## src/rtl/tt_sel_ctrl_pkg.sv

```systemverilog
// -----------------------------------------------------------------------------
// tt_sel_ctrl_pkg
// Shared types and helpers for the design-select controller.
//   - sel_state_t : settle/active state of the enable sequencer
//   - width_of()  : index width for a count of n items (never below 1 bit)
// The TT_* geometry defaults are normally provided by tt_defs.vh; the guarded
// definitions below only take effect when that header has not been read first.
// -----------------------------------------------------------------------------
`ifndef TT_G_X
`define TT_G_X 16
`endif
`ifndef TT_G_Y
`define TT_G_Y 4
`endif
`ifndef TT_MUX_MASK
`define TT_MUX_MASK 4'b0010
`endif

package tt_sel_ctrl_pkg;

  typedef enum logic [0:0] {
    ST_SETTLE = 1'b0,
    ST_ACTIVE = 1'b1
  } sel_state_t;

  // Bits needed to index n items; a single item still gets one bit.
  function automatic int width_of(input int n);
    int w;
    if (n > 1) begin
      w = $clog2(n);
    end else begin
      w = 1;
    end
    return w;
  endfunction

endpackage

```

## src/rtl/tt_sel_ctrl_if.sv

```systemverilog
// -----------------------------------------------------------------------------
// tt_sel_ctrl_if
// Pad-side control inputs and selection outputs of tt_sel_ctrl.
//   ctrl_sel_rst_n, ctrl_sel_inc, ctrl_ena : asynchronous pad requests
//   sel_addr [ADDR_W]                      : current {branch, block}
//   sel_ena, busy, wrap                    : enable, settling flag, wrap pulse
// master drives the pads (board/bench side), slave is the controller.
// -----------------------------------------------------------------------------
interface tt_sel_ctrl_if #(
  parameter int ADDR_W = 6
);
  import tt_sel_ctrl_pkg::*;

  logic              ctrl_sel_rst_n;
  logic              ctrl_sel_inc;
  logic              ctrl_ena;
  logic [ADDR_W-1:0] sel_addr;
  logic              sel_ena;
  logic              busy;
  logic              wrap;

  modport master (
    output ctrl_sel_rst_n, ctrl_sel_inc, ctrl_ena,
    input  sel_addr, sel_ena, busy, wrap
  );

  modport slave (
    input  ctrl_sel_rst_n, ctrl_sel_inc, ctrl_ena,
    output sel_addr, sel_ena, busy, wrap
  );

endinterface

```

## src/rtl/tt_sync_ff.sv

```systemverilog
// -----------------------------------------------------------------------------
// tt_sync_ff
// Single-bit flop-chain synchroniser for an asynchronous pad input.
//   clk, rst_n : block clock, synchronous active-low reset (chain clears to 0)
//   d          : asynchronous input
//   q          : d retimed through STAGES flops
// -----------------------------------------------------------------------------
module tt_sync_ff #(
  parameter int STAGES = 2
) (
  input  logic clk,
  input  logic rst_n,
  input  logic d,
  output logic q
);

  if (STAGES < 2) begin : g_bad_stages
    $error("tt_sync_ff: STAGES must be at least 2");
  end

  logic [STAGES-1:0] sync_r;

  // Shift the pad value down the chain, one flop per clock.
  always_ff @(posedge clk) begin
    if (!rst_n) begin
      sync_r <= {STAGES{1'b0}};
    end else begin
      sync_r <= {sync_r[STAGES-2:0], d};
    end
  end

  assign q = sync_r[STAGES-1];

endmodule

```

## src/rtl/tt_sel_ctrl.sv

```systemverilog
// -----------------------------------------------------------------------------
// tt_sel_ctrl
// Steps a {branch, block} selection through every present user module and
// only enables the selected module once the address has been stable for
// SETTLE cycles.
//   clk   : block clock
//   rst_n : synchronous active-low reset
//   bus   : tt_sel_ctrl_if.slave (pad requests in, selection/enable out)
// Pad inputs are synchronised, the increment edge is registered once before
// it moves the address, and all outputs come straight from flops.
// -----------------------------------------------------------------------------
module tt_sel_ctrl
  import tt_sel_ctrl_pkg::*;
#(
  parameter int              G_X         = `TT_G_X,
  parameter int              G_Y         = `TT_G_Y,
  parameter logic [G_Y-1:0]  MUX_MASK    = `TT_MUX_MASK,
  parameter int              SYNC_STAGES = 2,
  parameter int              SETTLE      = 4
) (
  input  logic         clk,
  input  logic         rst_n,
  tt_sel_ctrl_if.slave bus
);

  localparam int BLK_W  = width_of(G_X);
  localparam int BR_W   = width_of(G_Y);
  localparam int ADDR_W = BR_W + BLK_W;
  localparam int CNT_W  = width_of(SETTLE);

  localparam logic [CNT_W-1:0] CNT_INIT = CNT_W'(SETTLE - 1);
  localparam logic [BLK_W-1:0] BLK_LAST = BLK_W'(G_X - 1);

  // Lowest branch that is physically present.
  function automatic logic [BR_W-1:0] first_br_f();
    logic [BR_W-1:0] br;
    br = {BR_W{1'b0}};
    for (int i = G_Y - 1; i >= 0; i--) begin
      if (!MUX_MASK[i]) begin
        br = BR_W'(i);
      end else begin
        br = br;
      end
    end
    return br;
  endfunction

  // Nearest present branch above cur; MSB flags whether one exists.
  function automatic logic [BR_W:0] next_br_f(input logic [BR_W-1:0] cur);
    logic [BR_W:0] res;
    res = {1'b0, first_br_f()};
    for (int i = G_Y - 1; i >= 0; i--) begin
      if (!MUX_MASK[i] && (i > int'(cur))) begin
        res = {1'b1, BR_W'(i)};
      end else begin
        res = res;
      end
    end
    return res;
  endfunction

  localparam logic [ADDR_W-1:0] FIRST = {first_br_f(), {BLK_W{1'b0}}};

  if (MUX_MASK == {G_Y{1'b1}}) begin : g_bad_mask
    $error("tt_sel_ctrl: MUX_MASK removes every branch");
  end
  if ((G_X < 2) || ((G_X & (G_X - 1)) != 0)) begin : g_bad_gx
    $error("tt_sel_ctrl: G_X must be a power of two, at least 2");
  end
  if (SYNC_STAGES < 2) begin : g_bad_sync
    $error("tt_sel_ctrl: SYNC_STAGES must be at least 2");
  end
  if (SETTLE < 1) begin : g_bad_settle
    $error("tt_sel_ctrl: SETTLE must be at least 1");
  end

  logic s_rst_n;
  logic s_inc;
  logic s_ena;

  tt_sync_ff #(.STAGES(SYNC_STAGES)) u_sync_rst (
    .clk(clk), .rst_n(rst_n), .d(bus.ctrl_sel_rst_n), .q(s_rst_n)
  );
  tt_sync_ff #(.STAGES(SYNC_STAGES)) u_sync_inc (
    .clk(clk), .rst_n(rst_n), .d(bus.ctrl_sel_inc), .q(s_inc)
  );
  tt_sync_ff #(.STAGES(SYNC_STAGES)) u_sync_ena (
    .clk(clk), .rst_n(rst_n), .d(bus.ctrl_ena), .q(s_ena)
  );

  logic              inc_prev_r;
  logic              inc_evt_r;
  logic [ADDR_W-1:0] addr_r;
  logic [ADDR_W-1:0] addr_s;
  logic              wrap_s;
  logic              chg_s;
  logic [BR_W:0]     nb_s;
  sel_state_t        state_r;
  sel_state_t        state_s;
  logic [CNT_W-1:0]  cnt_r;
  logic [CNT_W-1:0]  cnt_s;
  logic              sel_ena_r;
  logic              busy_r;
  logic              wrap_r;

  // Capture rising edges of the synchronised increment; an edge seen while the
  // selection reset is low is dropped so the reset always wins.
  always_ff @(posedge clk) begin
    if (!rst_n) begin
      inc_prev_r <= 1'b0;
      inc_evt_r  <= 1'b0;
    end else begin
      inc_prev_r <= s_inc;
      inc_evt_r  <= s_inc & ~inc_prev_r & s_rst_n;
    end
  end

  // Next selection: reset to FIRST, step the block, or hop to the next branch.
  always_comb begin
    addr_s = addr_r;
    wrap_s = 1'b0;
    chg_s  = 1'b0;
    nb_s   = next_br_f(addr_r[ADDR_W-1:BLK_W]);
    if (!s_rst_n) begin
      addr_s = FIRST;
      chg_s  = 1'b1;
    end else if (inc_evt_r) begin
      chg_s = 1'b1;
      if (addr_r[BLK_W-1:0] != BLK_LAST) begin
        addr_s = {addr_r[ADDR_W-1:BLK_W], addr_r[BLK_W-1:0] + BLK_W'(1)};
      end else if (nb_s[BR_W]) begin
        addr_s = {nb_s[BR_W-1:0], {BLK_W{1'b0}}};
      end else begin
        addr_s = FIRST;
        wrap_s = 1'b1;
      end
    end else begin
      addr_s = addr_r;
    end
  end

  // Settle sequencer: any address change restarts the countdown.
  always_comb begin
    state_s = state_r;
    cnt_s   = cnt_r;
    if (chg_s) begin
      state_s = ST_SETTLE;
      cnt_s   = CNT_INIT;
    end else begin
      case (state_r)
        ST_SETTLE: begin
          if (cnt_r == {CNT_W{1'b0}}) begin
            state_s = ST_ACTIVE;
          end else begin
            cnt_s = cnt_r - CNT_W'(1);
          end
        end
        ST_ACTIVE: begin
          state_s = ST_ACTIVE;
        end
        default: begin
          state_s = ST_SETTLE;
          cnt_s   = CNT_INIT;
        end
      endcase
    end
  end

  // Address, sequencer state and outputs. The enable is formed from the next
  // state so it rises on the same edge the sequencer enters ACTIVE, giving
  // exactly SETTLE disabled cycles after each change.
  always_ff @(posedge clk) begin
    if (!rst_n) begin
      addr_r    <= FIRST;
      state_r   <= ST_SETTLE;
      cnt_r     <= CNT_INIT;
      sel_ena_r <= 1'b0;
      busy_r    <= 1'b1;
      wrap_r    <= 1'b0;
    end else begin
      addr_r    <= addr_s;
      state_r   <= state_s;
      cnt_r     <= cnt_s;
      sel_ena_r <= s_ena & (state_s == ST_ACTIVE);
      busy_r    <= (state_s == ST_SETTLE);
      wrap_r    <= wrap_s;
    end
  end

  assign bus.sel_addr = addr_r;
  assign bus.sel_ena  = sel_ena_r;
  assign bus.busy     = busy_r;
  assign bus.wrap     = wrap_r;

endmodule

```

## src/flat_wrapper.sv

```systemverilog
// flat-port wrapper written by rule: the top's interface ports become plain ports
module tt_sel_ctrl_flat import tt_sel_ctrl_pkg::*;
#(
  parameter int              G_X         = `TT_G_X,
  parameter int              G_Y         = `TT_G_Y,
  parameter logic [G_Y-1:0]  MUX_MASK    = `TT_MUX_MASK,
  parameter int              SYNC_STAGES = 2,
  parameter int              SETTLE      = 4
)
  (clk, rst_n, bus_ctrl_sel_rst_n, bus_ctrl_sel_inc, bus_ctrl_ena, bus_sel_addr, bus_sel_ena, bus_busy, bus_wrap);
  tt_sel_ctrl_if #(.ADDR_W(6)) bus_i ();
  input  logic clk;
  input  logic rst_n;
  input wire logic [$bits(bus_i.ctrl_sel_rst_n)-1:0] bus_ctrl_sel_rst_n;
  input wire logic [$bits(bus_i.ctrl_sel_inc)-1:0] bus_ctrl_sel_inc;
  input wire logic [$bits(bus_i.ctrl_ena)-1:0] bus_ctrl_ena;
  output wire logic [$bits(bus_i.sel_addr)-1:0] bus_sel_addr;
  output wire logic [$bits(bus_i.sel_ena)-1:0] bus_sel_ena;
  output wire logic [$bits(bus_i.busy)-1:0] bus_busy;
  output wire logic [$bits(bus_i.wrap)-1:0] bus_wrap;
  assign bus_i.ctrl_sel_rst_n = bus_ctrl_sel_rst_n;
  assign bus_i.ctrl_sel_inc = bus_ctrl_sel_inc;
  assign bus_i.ctrl_ena = bus_ctrl_ena;
  assign bus_sel_addr = bus_i.sel_addr;
  assign bus_sel_ena = bus_i.sel_ena;
  assign bus_busy = bus_i.busy;
  assign bus_wrap = bus_i.wrap;
  tt_sel_ctrl #(.G_X(G_X), .G_Y(G_Y), .MUX_MASK(MUX_MASK), .SYNC_STAGES(SYNC_STAGES), .SETTLE(SETTLE)) u_core (.clk(clk), .rst_n(rst_n), .bus(bus_i));
endmodule
```

## config.mk

```make
export PLATFORM = sky130hd
export DESIGN_NAME = tt_sel_ctrl_flat
export DESIGN_NICKNAME = d
export VERILOG_FILES = /design/src/rtl/tt_sel_ctrl_pkg.sv /design/src/rtl/tt_sel_ctrl_if.sv /design/src/rtl/tt_sync_ff.sv /design/src/rtl/tt_sel_ctrl.sv /design/src/flat_wrapper.sv
export SDC_FILE = /design/constraint.sdc
export NUM_CORES = 1
export LEC_CHECK = 0
export CORE_MARGIN = 1
export CORE_UTILIZATION = 50
export DETAILED_ROUTE_END_ITERATION = 7
export HOLD_SLACK_MARGIN = 0.15
export PLACE_DENSITY = 0.84
export SYNTH_ARGS = -nofsm -noshare
export SYNTH_HDL_FRONTEND = slang
export SYNTH_HIERARCHICAL = 1
export SYNTH_SLANG_ARGS = --single-unit
```

## constraint.sdc

```tcl
create_clock -name clk -period 3.05 [get_ports clk]
set_clock_uncertainty 0.1 [all_clocks]
set_input_delay 0.7625 -clock clk [delete_from_list [all_inputs] [get_ports clk]]
set_output_delay 0.7625 -clock clk [all_outputs]
set_load 0.005 [all_outputs]
```

==> reports/qor.log <==
[worst_hold_path] startpoint of the worst hold path u_core/inc_prev_r
[synthesis] post-synthesis adder-cell area fraction 0.0368
[route] mean number of vias per cell 4.83
[synthesis] number of distinct standard cells referenced by the synthesized netlist 22
[route] remaining number of nets flagged by the antenna check after routing 0
[timing] setup repair after global routing missed its margin no
[route] number of vias in the routed layout 459
[layout] highest-count cells in the layout ignoring fill and taps 20 x sky130_fd_sc_hd__dfxtp_1, 13 x sky130_fd_sc_hd__clkdlybuf4s50_1, 8 x sky130_fd_sc_hd__and2_1, 7 x sky130_fd_sc_hd__nor2_1
[global_routing] met3 Track Usage GR 0.0520
[floorplan] die area 0.00151 mm^2
[global_routing] global-route met2 utilization 0.271
[pwr] Combinational Power Share 0.025
[worst_setup_path] RR Startpoint u_core/bus.sel_addr[0]
[timing] Achievable Freq 468 MHz
[pwr] total power draw 0.428 mW
[clocking] deepest level of the CTS H-tree 1
[flow_run] max-cap violation count 0
[clocking] root cell of the clock tree sky130_fd_sc_hd__clkbuf_4
[clocking] post-cts repair resize count 0
[worst_setup_path] CP arrival 1.27 ns
[floorplan] # rows 12
[worst_setup_path] cell with the largest stage delay on the worst path sky130_fd_sc_hd__clkdlybuf4s50_1
[pwr] power spent charging and discharging nets 0.0824 mW
[global_routing] number of global-route vias before repair 431
[synthesis] Post-Syn Area 681 um^2
[pwr] proportion of total power due to net switching 0.193
[floorplan] initial core utilization 0.574
[floorplan] CORE AREA 0.00119 mm^2
[synthesis] multiplexer area fraction after synthesis 0.0294
[worst_setup_path] CP Cell Sequence clkdlybuf4s50_1
[global_routing] pin count of the biggest net entering global routing 12
[worst_setup_path] RR Endpoint u_core/bus.sel_addr[5]
[layout] total inserted antenna cells 0
[timing] transition time at the pin with the least slew margin 0.255 ns
[floorplan] die boundary width 38.9 um
[worst_setup_path] family with the most delay on the worst path buffers and inverters
[worst_setup_path] delay of the slowest critical-path stage 0.54 ns
[worst_hold_path] Endpoint, Worst Hold u_core/inc_evt_r
[worst_setup_path] CP bufs+invs 1
[timing] accumulated negative setup slack 0 ns
[timing] max-slew violations 0
[pwr] largest vdd supply drop 0.312 mV
[timing] total of endpoints with negative setup slack in the final report 0
[pwr] power density over cell area 502 mW/mm^2
[synthesis] flip-flop and latch count after synthesis 20
[clocking] clock-pin slew on the worst setup and hold paths 0.11 ns
[pwr] sequential share of power 0.624
[worst_setup_path] worst path required time 2.19 ns
[worst_setup_path] type of element launching the critical path register
[synthesis] count of warnings emitted by yosys 6
[placed_design] quantity of I/O buffers inserted on ports 13
[synthesis] synthesized area per cell 10.5 um^2
[global_routing] GR Util All Layers 0.169
[clocking] postcts setup bufs 0
[route] per-cell routed wire length 9.91 um
[pwr] part of the power in the clock network 0.351
[synthesis] share of the synthesized area in compound gates (AO/OA/AOI/OAI) 0.0588
[route] detailed-routing iteration count for the pre-antenna-repair pass 4
[timing] number of hold violations in the final report 0
[worst_setup_path] first element of the critical path u_core/bus.sel_addr[2]
[worst_setup_path] worst-path fanout max 5
[global_routing] residual overflow from global routing 0
[synthesis] synthesized instance count 65
[worst_hold_path] cell count of the worst hold path 1
[layout] summed area of non-filler cells in the final layout 853 um^2
[clocking] total clock sinks 20
[placed_design] total placed instance area 817 um^2
[synthesis] sequential share of the synthesized area 0.588
[clocking] CTS tree done
[global_routing] met1 GRT Util 0.204
[layout] share of layout cells above drive strength 1 0.0864
[timing] crit share post-route 0.700
[synthesis] simple logic cell fraction of the synthesized area 0.228
[floorplan] number of I/O pins 14
[worst_setup_path] slack of the worst reg-to-reg path 1.66 ns
[worst_hold_path] type of the most critical hold path register to register
[timing] Max-Slew Margin vs Limit 0.828
[layout] synth-to-layout area growth 25.4%
[worst_setup_path] worst setup path class register to primary output
[synthesis] syn nets 72
[route] final wirelength 941 um
[clocking] TritonCTS Buffers 3
[synthesis] dominant combinational cell family by area after synthesis simple AND/OR/NAND/NOR gates
[pwr] internal power 0.346 mW
[timing] Final Critical Period 2.13 ns
[worst_setup_path] Reg2Reg Depth 4
[placed_design] gpl congestion 0.757
[status] result of the run finished clean
[route] number of DRC markers after the initial detailed-route iteration 5
[worst_setup_path] Worst Setup End Kind primary output
[synthesis] post-synthesis share of cell area spent on xor and xnor gates 0.0257
[global_routing] highest-utilization routing layer at the global route stage met2
[layout] most common cell after layout, fill and taps aside sky130_fd_sc_hd__dfxtp_1
[layout] final net count 89
[pwr] leak pwr 0.324 nW
[floorplan] Chip Height 38.9 um
[clocking] CTS hold repair buffers 0
[global_routing] global-route wire length before repair 1.68 mm
[route] DRC 0
[global_routing] initial antenna violation count 0
[clocking] CTS Buffer Depth 2
[clocking] worst-skew pair later-pin latency 0.30 ns
power by group through the flow:
stage / sequential (mW) / combinational [mW] / clock [mW]
after floorplan: 0.272 / 0.00464 / 0
after global placement: 0.273 / 0.0105 / 0
after detailed placement: 0.273 / 0.0110 / 0
after CTS: 0.267 / 0.0110 / 0.155
after global routing: 0.268 / 0.0121 / 0.170
final: 0.267 / 0.0107 / 0.150
kinds of logic after synthesis:
kind of cell / count (synthesis)
AO/OA/AOI/OAI: 7
buffers and inverters: 4
adder cells (fa/ha/maj): 2
flip-flops: 20
multiplexers: 2
AND/OR/NAND/NOR: 28
XOR/XNOR: 2
routing by layer:
metal / vias up / wire length (um)
met5: - / 0
met4: 0 / 21
met3: 2 / 29
met2: 9 / 433
met1: 201 / 457
li1: 247 / -
worst max-delay path by stage:
stage               cells past startpoint                  to
floorplan                               3  u_core/bus.sel_ena
global placement                        4  u_core/bus.sel_ena
detailed placement                      4  u_core/bus.sel_ena
CTS                                     1     bus_sel_addr[2]
global route                            1     bus_sel_addr[2]
finish                                  1     bus_sel_addr[2]
synthesized netlist by cell type (all sizes together):
library cell  instances  area share
dfxtp                20        0.59
and2                  8       0.074
nor2                  7       0.039
nand2                 5       0.035
a21oi                 3       0.022
inv                   3       0.017
ha                    2       0.037
mux2i                 2       0.029
nor3b                 2       0.022
o21ai                 2       0.015
a31oi                 1      0.0092
and4                  1       0.015
buf                   1       0.017
nand2b                1      0.0092
nand3                 1      0.0073
nand3b                1       0.011
nor3                  1      0.0073
o311ai                1       0.013
or3                   1      0.0092
xnor2                 1       0.013
xor2                  1       0.013
area by class of cell:
cell class,instances,area [um^2]
clock buffer,4,36.3
fill,100,333
inverter,3,11.3
multi-input combinational,41,258
sequential,20,400
tap,14,17.5
timing repair buffer,13,130
state kept, by name, indices dropped and copies added (netlist names), 2 cells and up:
register and count:
u_core/u_sync_ena/sync_r 2, u_core/cnt_r 2, u_core/u_sync_inc/sync_r 2, u_core/bus.sel_addr 6, u_core/u_sync_rst/sync_r 2
stage by stage:
stage               setup WS, ns  hold WS, ns  std cells  utilization
CTS                        0.903        0.301         95        0.719
global placement           0.963        0.276         91        0.689
finish                     0.915        0.301         95        0.719
detailed placement         0.932        0.285         91        0.689
floorplan                   1.66        0.272         65            -
global route               0.834        0.310         95        0.719
No activity file was read; power rests on OpenSTA's default activity.
